### src/rtl/cpu_thread_sched_pkg.sv
// Shared constants and state type for the sha512crypt CPU thread scheduler.
package cpu_thread_sched_pkg;

  localparam int SCHED_N_THREADS = 4;
  localparam int SCHED_THREAD_W  = $clog2(SCHED_N_THREADS);
  localparam int SCHED_CNT_W     = 16;

  typedef enum logic [2:0] {
    ST_IDLE     = 3'd0,
    ST_RELOAD   = 3'd1,
    ST_WAIT_ACK = 3'd2,
    ST_RUN      = 3'd3,
    ST_FLUSH    = 3'd4
  } sched_state_e;

endpackage

### src/rtl/cpu_thread_sched_rr_pick.sv
// Combinational round-robin priority encoder: searches last+1, last+2, ...
// with last itself checked at the end. N must be a power of two.
module rr_pick #(
  parameter int N = 4,
  parameter int W = 2
) (
  input  logic [N-1:0] req,
  input  logic [W-1:0] last,
  output logic [W-1:0] grant,
  output logic         valid
);

  logic [W-1:0] idx;

  always_comb begin
    grant = last;
    valid = 1'b0;
    idx   = last;
    // W-bit overflow provides the wrap; i == N lands back on last.
    for (int i = 1; i <= N; i++) begin
      idx = last + W'(i);
      if (!valid && req[idx]) begin
        grant = idx;
        valid = 1'b1;
      end
    end
  end

endmodule

### src/rtl/cpu_thread_sched.sv
// Round-robin thread scheduler: selects the next ready thread, drives the
// pipeline invalidate/reload pair and waits for the stage tracker's acknowledgement.
module cpu_thread_sched
  import cpu_thread_sched_pkg::*;
#(
  parameter int N_THREADS = SCHED_N_THREADS,
  parameter int THREAD_W  = SCHED_THREAD_W,
  parameter int CNT_W     = SCHED_CNT_W
) (
  input  logic                 CLK,
  input  logic                 RST,
  input  logic [N_THREADS-1:0] thread_ready,
  input  logic                 switch_req,
  input  logic                 thread_almost_switched,
  output logic                 invalidate,
  output logic                 reload,
  output logic [THREAD_W-1:0]  thread_num,
  output logic                 running,
  output logic                 idle,
  output logic [CNT_W-1:0]     switch_cnt,
  output sched_state_e         state_dbg
);

  // Handshake: a one-cycle reload pulse starts a thread; the scheduler then
  // holds in WAIT_ACK until thread_almost_switched is seen high on a clock edge.
  // switch_req is a single-cycle pulse and is never dropped once a reload is issued.

  sched_state_e          state_q, state_d;
  logic                  pending_q, pending_d;
  logic                  invalidate_d, reload_d, running_d, idle_d;
  logic [THREAD_W-1:0]   thread_num_d;
  logic [CNT_W-1:0]      switch_cnt_d;
  logic [THREAD_W-1:0]   pick_grant;
  logic                  pick_valid;
  logic                  yield;

  rr_pick #(
    .N (N_THREADS),
    .W (THREAD_W)
  ) u_rr_pick (
    .req   (thread_ready),
    .last  (thread_num),
    .grant (pick_grant),
    .valid (pick_valid)
  );

  // A thread losing its ready flag behaves exactly like an explicit yield.
  assign yield     = switch_req | pending_q | ~thread_ready[thread_num];
  assign state_dbg = state_q;

  always_comb begin
    state_d      = state_q;
    pending_d    = pending_q;
    invalidate_d = 1'b0;
    reload_d     = 1'b0;
    running_d    = running;
    idle_d       = idle;
    thread_num_d = thread_num;
    switch_cnt_d = switch_cnt;
    case (state_q)
      ST_IDLE, ST_FLUSH: begin
        if (pick_valid) begin
          thread_num_d = pick_grant;
          reload_d     = 1'b1;
          idle_d       = 1'b0;
          state_d      = ST_RELOAD;
        end else begin
          idle_d  = 1'b1;
          state_d = ST_IDLE;
        end
      end
      ST_RELOAD: begin
        if (switch_req) pending_d = 1'b1;
        state_d = ST_WAIT_ACK;
      end
      ST_WAIT_ACK: begin
        if (switch_req) pending_d = 1'b1;
        if (thread_almost_switched) begin
          running_d    = 1'b1;
          switch_cnt_d = switch_cnt + CNT_W'(1);
          state_d      = ST_RUN;
        end
      end
      ST_RUN: begin
        if (yield) begin
          invalidate_d = 1'b1;
          running_d    = 1'b0;
          pending_d    = 1'b0;
          state_d      = ST_FLUSH;
        end
      end
      default: state_d = ST_IDLE;
    endcase
  end

  always_ff @(posedge CLK or posedge RST) begin
    if (RST) begin
      state_q    <= ST_IDLE;
      pending_q  <= 1'b0;
      invalidate <= 1'b0;
      reload     <= 1'b0;
      running    <= 1'b0;
      idle       <= 1'b1;
      thread_num <= THREAD_W'(N_THREADS - 1);
      switch_cnt <= '0;
    end else begin
      state_q    <= state_d;
      pending_q  <= pending_d;
      invalidate <= invalidate_d;
      reload     <= reload_d;
      running    <= running_d;
      idle       <= idle_d;
      thread_num <= thread_num_d;
      switch_cnt <= switch_cnt_d;
    end
  end

endmodule

### config.mk
export PLATFORM = sky130hd
export DESIGN_NAME = cpu_thread_sched
export DESIGN_NICKNAME = d
export VERILOG_FILES = /design/src/rtl/cpu_thread_sched_pkg.sv /design/src/rtl/cpu_thread_sched_rr_pick.sv /design/src/rtl/cpu_thread_sched.sv
export SDC_FILE = /design/constraint.sdc
export NUM_CORES = 1
export LEC_CHECK = 0
export ABC_AREA = 1
export CAP_MARGIN = 20
export CORE_AREA = 2 2 56 58
export CTS_BUF_LIST = sky130_fd_sc_hd__clkbuf_8
export DETAILED_ROUTE_END_ITERATION = 8
export DIE_AREA = 0 0 58 60
export PLACE_DENSITY = 0.83
export REMOVE_ABC_BUFFERS = 1
export SYNTH_ARGS = -nofsm -noshare
export SYNTH_HDL_FRONTEND = slang
export SYNTH_SLANG_ARGS = --single-unit
### constraint.sdc
create_clock -name CLK -period 3.8 [get_ports CLK]
set_input_delay 0.76 -clock CLK [delete_from_list [all_inputs] [get_ports CLK]]
set_output_delay 0.76 -clock CLK [all_outputs]
set_load 0.02 [all_outputs]
==> results.ini <==
[power]
cellPowerDensity_mw_per_mm2=772
internal_power_mw=0.848
pwr-share-seq_pct=32.7
power.leakage_nw=0.952
swShare_pct=44.7
p_comb_share_pct=52.8
switchingPower_mw=0.684
p_clk_share_pct=14.5
vdd_drop_max_uv=665

[floorplan]
pin_count=33
dieArea_mm2=0.00348
row_count=20
die_h_um=60
floorplan.initialDensity_pct=52.9
core_mm2=0.00290
die_w_um=58

[outcome]
status=completed

[job]
maxCapViolCount=0

[sta]
setup_tns_ps=0
skew_ps=8.49
slew_violations=0
period_minus_slack_ps=2330
finalSetupViolations=0
slew_headroom_pct=78.6
rsz0062_at_grt=no
fmax_ghz=0.429
finalHoldViolCount=0
tightest_slew_ps=319
final.period_utilization_pct=61.4

[final_layout]
drive_gt1_share_pct=12.9
area_delta_synth_final_pct=29.3
finalNonFillerCells=273
fin_nets=250
num_antenna_cells=0
fin_util_pct=68.4
num-fill-cells=245
design_area_mm2=0.00198

[placement]
place_congestion=0.873
place_hpwl_um=2290
place_area_mm2=0.00189
io_buffers=32
place_inst=268

[synth]
avgSynthCellArea_um2=7.53
yosys.area.top_type_share_pct=37.5
yosysWarnings=0
ys_ff_latch=26
syn_area_mm2=0.00154
syn_inst=204
yosysSeqAreaShare_pct=42.6
synth.most_common_cell=nand2_1
netlist_top_cells_area=dfrtp_1 37%, nand2_1 18%, dfstp_2 5.1%, nor2_1 5.1%, xor2_1 5.1%
yosysUniqueCellTypes=27
synth_edf_count=0
post-synth-top-area-cell=dfrtp_1
synthArstFlopShare_pct=100
synthFlopType=dfrtp_1
synth_common_cells=74 x nand2_1, 23 x dfrtp_1, 21 x nor2_1

[min_path]
hold_path_class=flop to flop

[setup_path]
cpPeakStageDelay_ps=660
crit_path_max_fanout=10
path_buf_inv=1
cp-start-kind=flop
worstSetupPathType=flop to output port
cpLargestDelayFamily=flip-flops
crit_slowest_cell=dfstp_2
end_kind=output port
cp.arrival_ps=1570
critPathRequiredTime_ps=3040
cp_cell_sequence=clkdlybuf4s50_1

[clock_network]
cts_root_buf=clkbuf_8
clock_path_buffers=2
clkTransAtPathRegs_ps=90
cts_resized=0
cts.sinks=26
cts_setup_buffers=0
hold_buffers=0
htreeDepth=1
clk_latency_ps=270
cts_buffers=3
cts_tree=yes

[detailed_routing]
drt_iter0_drc=52
routed_wl_um=3110
drc=0
via_count=1367
vias_per_cell=5.01
avgRoutedWirePerCell_um=11.4
antenna_left=0
drtPass1Iterations=4

[global_routing]
grt_pass1_wl_um=5090
track_usage_pct=19.0
first_global_vias=1196
grt_max_degree=27
grt_remaining_overflow=0
antenna_found_initial=0

## logic make-up (layout without fill, tap and decap cells)
group / Yosys count / in the layout / synth area share, %
simple gates: 126 / 126 / 37.5
xor+xnor: 13 / 13 / 7.91
buf+inv: 27 / 63 / 7.34
flops: 26 / 26 / 42.6
compound gates: 11 / 11 / 3.83
fa+ha+maj: 1 / 1 / 0.815
## layout make-up
| class | count | area [um^2] | share of cell area (%) |
|---|---|---|---|
| flip-flops and latches | 26 | 654 | 33.0 |
| repair buffers | 33 | 348 | 17.5 |
| clock buffers | 3 | 41.3 | 2.08 |
| clock inverters | 1 | 30.0 | 1.51 |
| well taps | 33 | 41.3 | 2.08 |
| multi-input cells | 151 | 768 | 38.7 |
| inverters | 26 | 101 | 5.11 |
## cells in the final DEF, fill, tap and decap left out, types with 5 or more instances in the layout
master | Yosys | routed
inv_2 | 5 | 5
nand2_1 | 74 | 74
xor2_1 | 9 | 9
nor2_1 | 21 | 21
clkdlybuf4s50_1 | 0 | 32
nor3_2 | 5 | 5
o21ai_0 | 5 | 5
dfrtp_1 | 23 | 23
inv_1 | 19 | 19
nand3_1 | 11 | 11
nand2_2 | 5 | 5
## through the flow
| step | setup slack [ps] | hold WS [ps] | power (mW) |
|---|---|---|---|
| after detailed placement | 1600 | 468 | 1.30 |
| after floorplan | 2220 | 454 | 1.03 |
| after global routing | 1400 | 543 | 1.65 |
| after CTS | 1450 | 501 | 1.54 |
| after global placement | 1640 | 472 | 1.29 |
| final | 1470 | 501 | 1.53 |
## sequential cells by signal, indices dropped and copies added (netlist names)
signal / count
pending_q: 1
state_dbg: 3
idle: 1
thread_num: 2
switch_cnt: 16
reload: 1
invalidate: 1
running: 1
## metal layers
layer  track usage, %  vias to the layer above  part of all wire, %
li1                 -                      706                    -
met3             3.03                        6                  4.1
met1             27.0                      624                   48
met2             29.1                       31                   46
met5                0                        -                    0
met4             7.97                        0                  1.7
## power by group through the flow
stage / registers (mW) / clock network [mW] / logic, mW
floorplan: 0.591 / 0 / 0.438
global placement: 0.502 / 0 / 0.786
detailed placement: 0.505 / 0 / 0.799
CTS: 0.499 / 0.228 / 0.811
global route: 0.514 / 0.238 / 0.896
finish: 0.500 / 0.223 / 0.809
## worst register-to-register path: cells and delay by family, from the launching register on
kind | cells | cell delay [ps]
DFF | 1 | 660
and+or+nand+nor | 7 | 630
xor gates and xnor gates | 1 | 170
buffers and inverters | 1 | 90
## worst paths after layout
path,startpoint,end,slack (ps),cells after the start
setup / recovery,thread_num[0],thread_num[0],1470,1
setup reg to reg,thread_num[0],thread_num[0],2170,9
max in group asynchronous,RST,thread_num[1],2670,3
hold / removal,pending_q,pending_q,500,2
hold reg to reg,pending_q,pending_q,500,2
min in group asynchronous,RST,idle,900,2
Power figures use the tool's default switching activity.
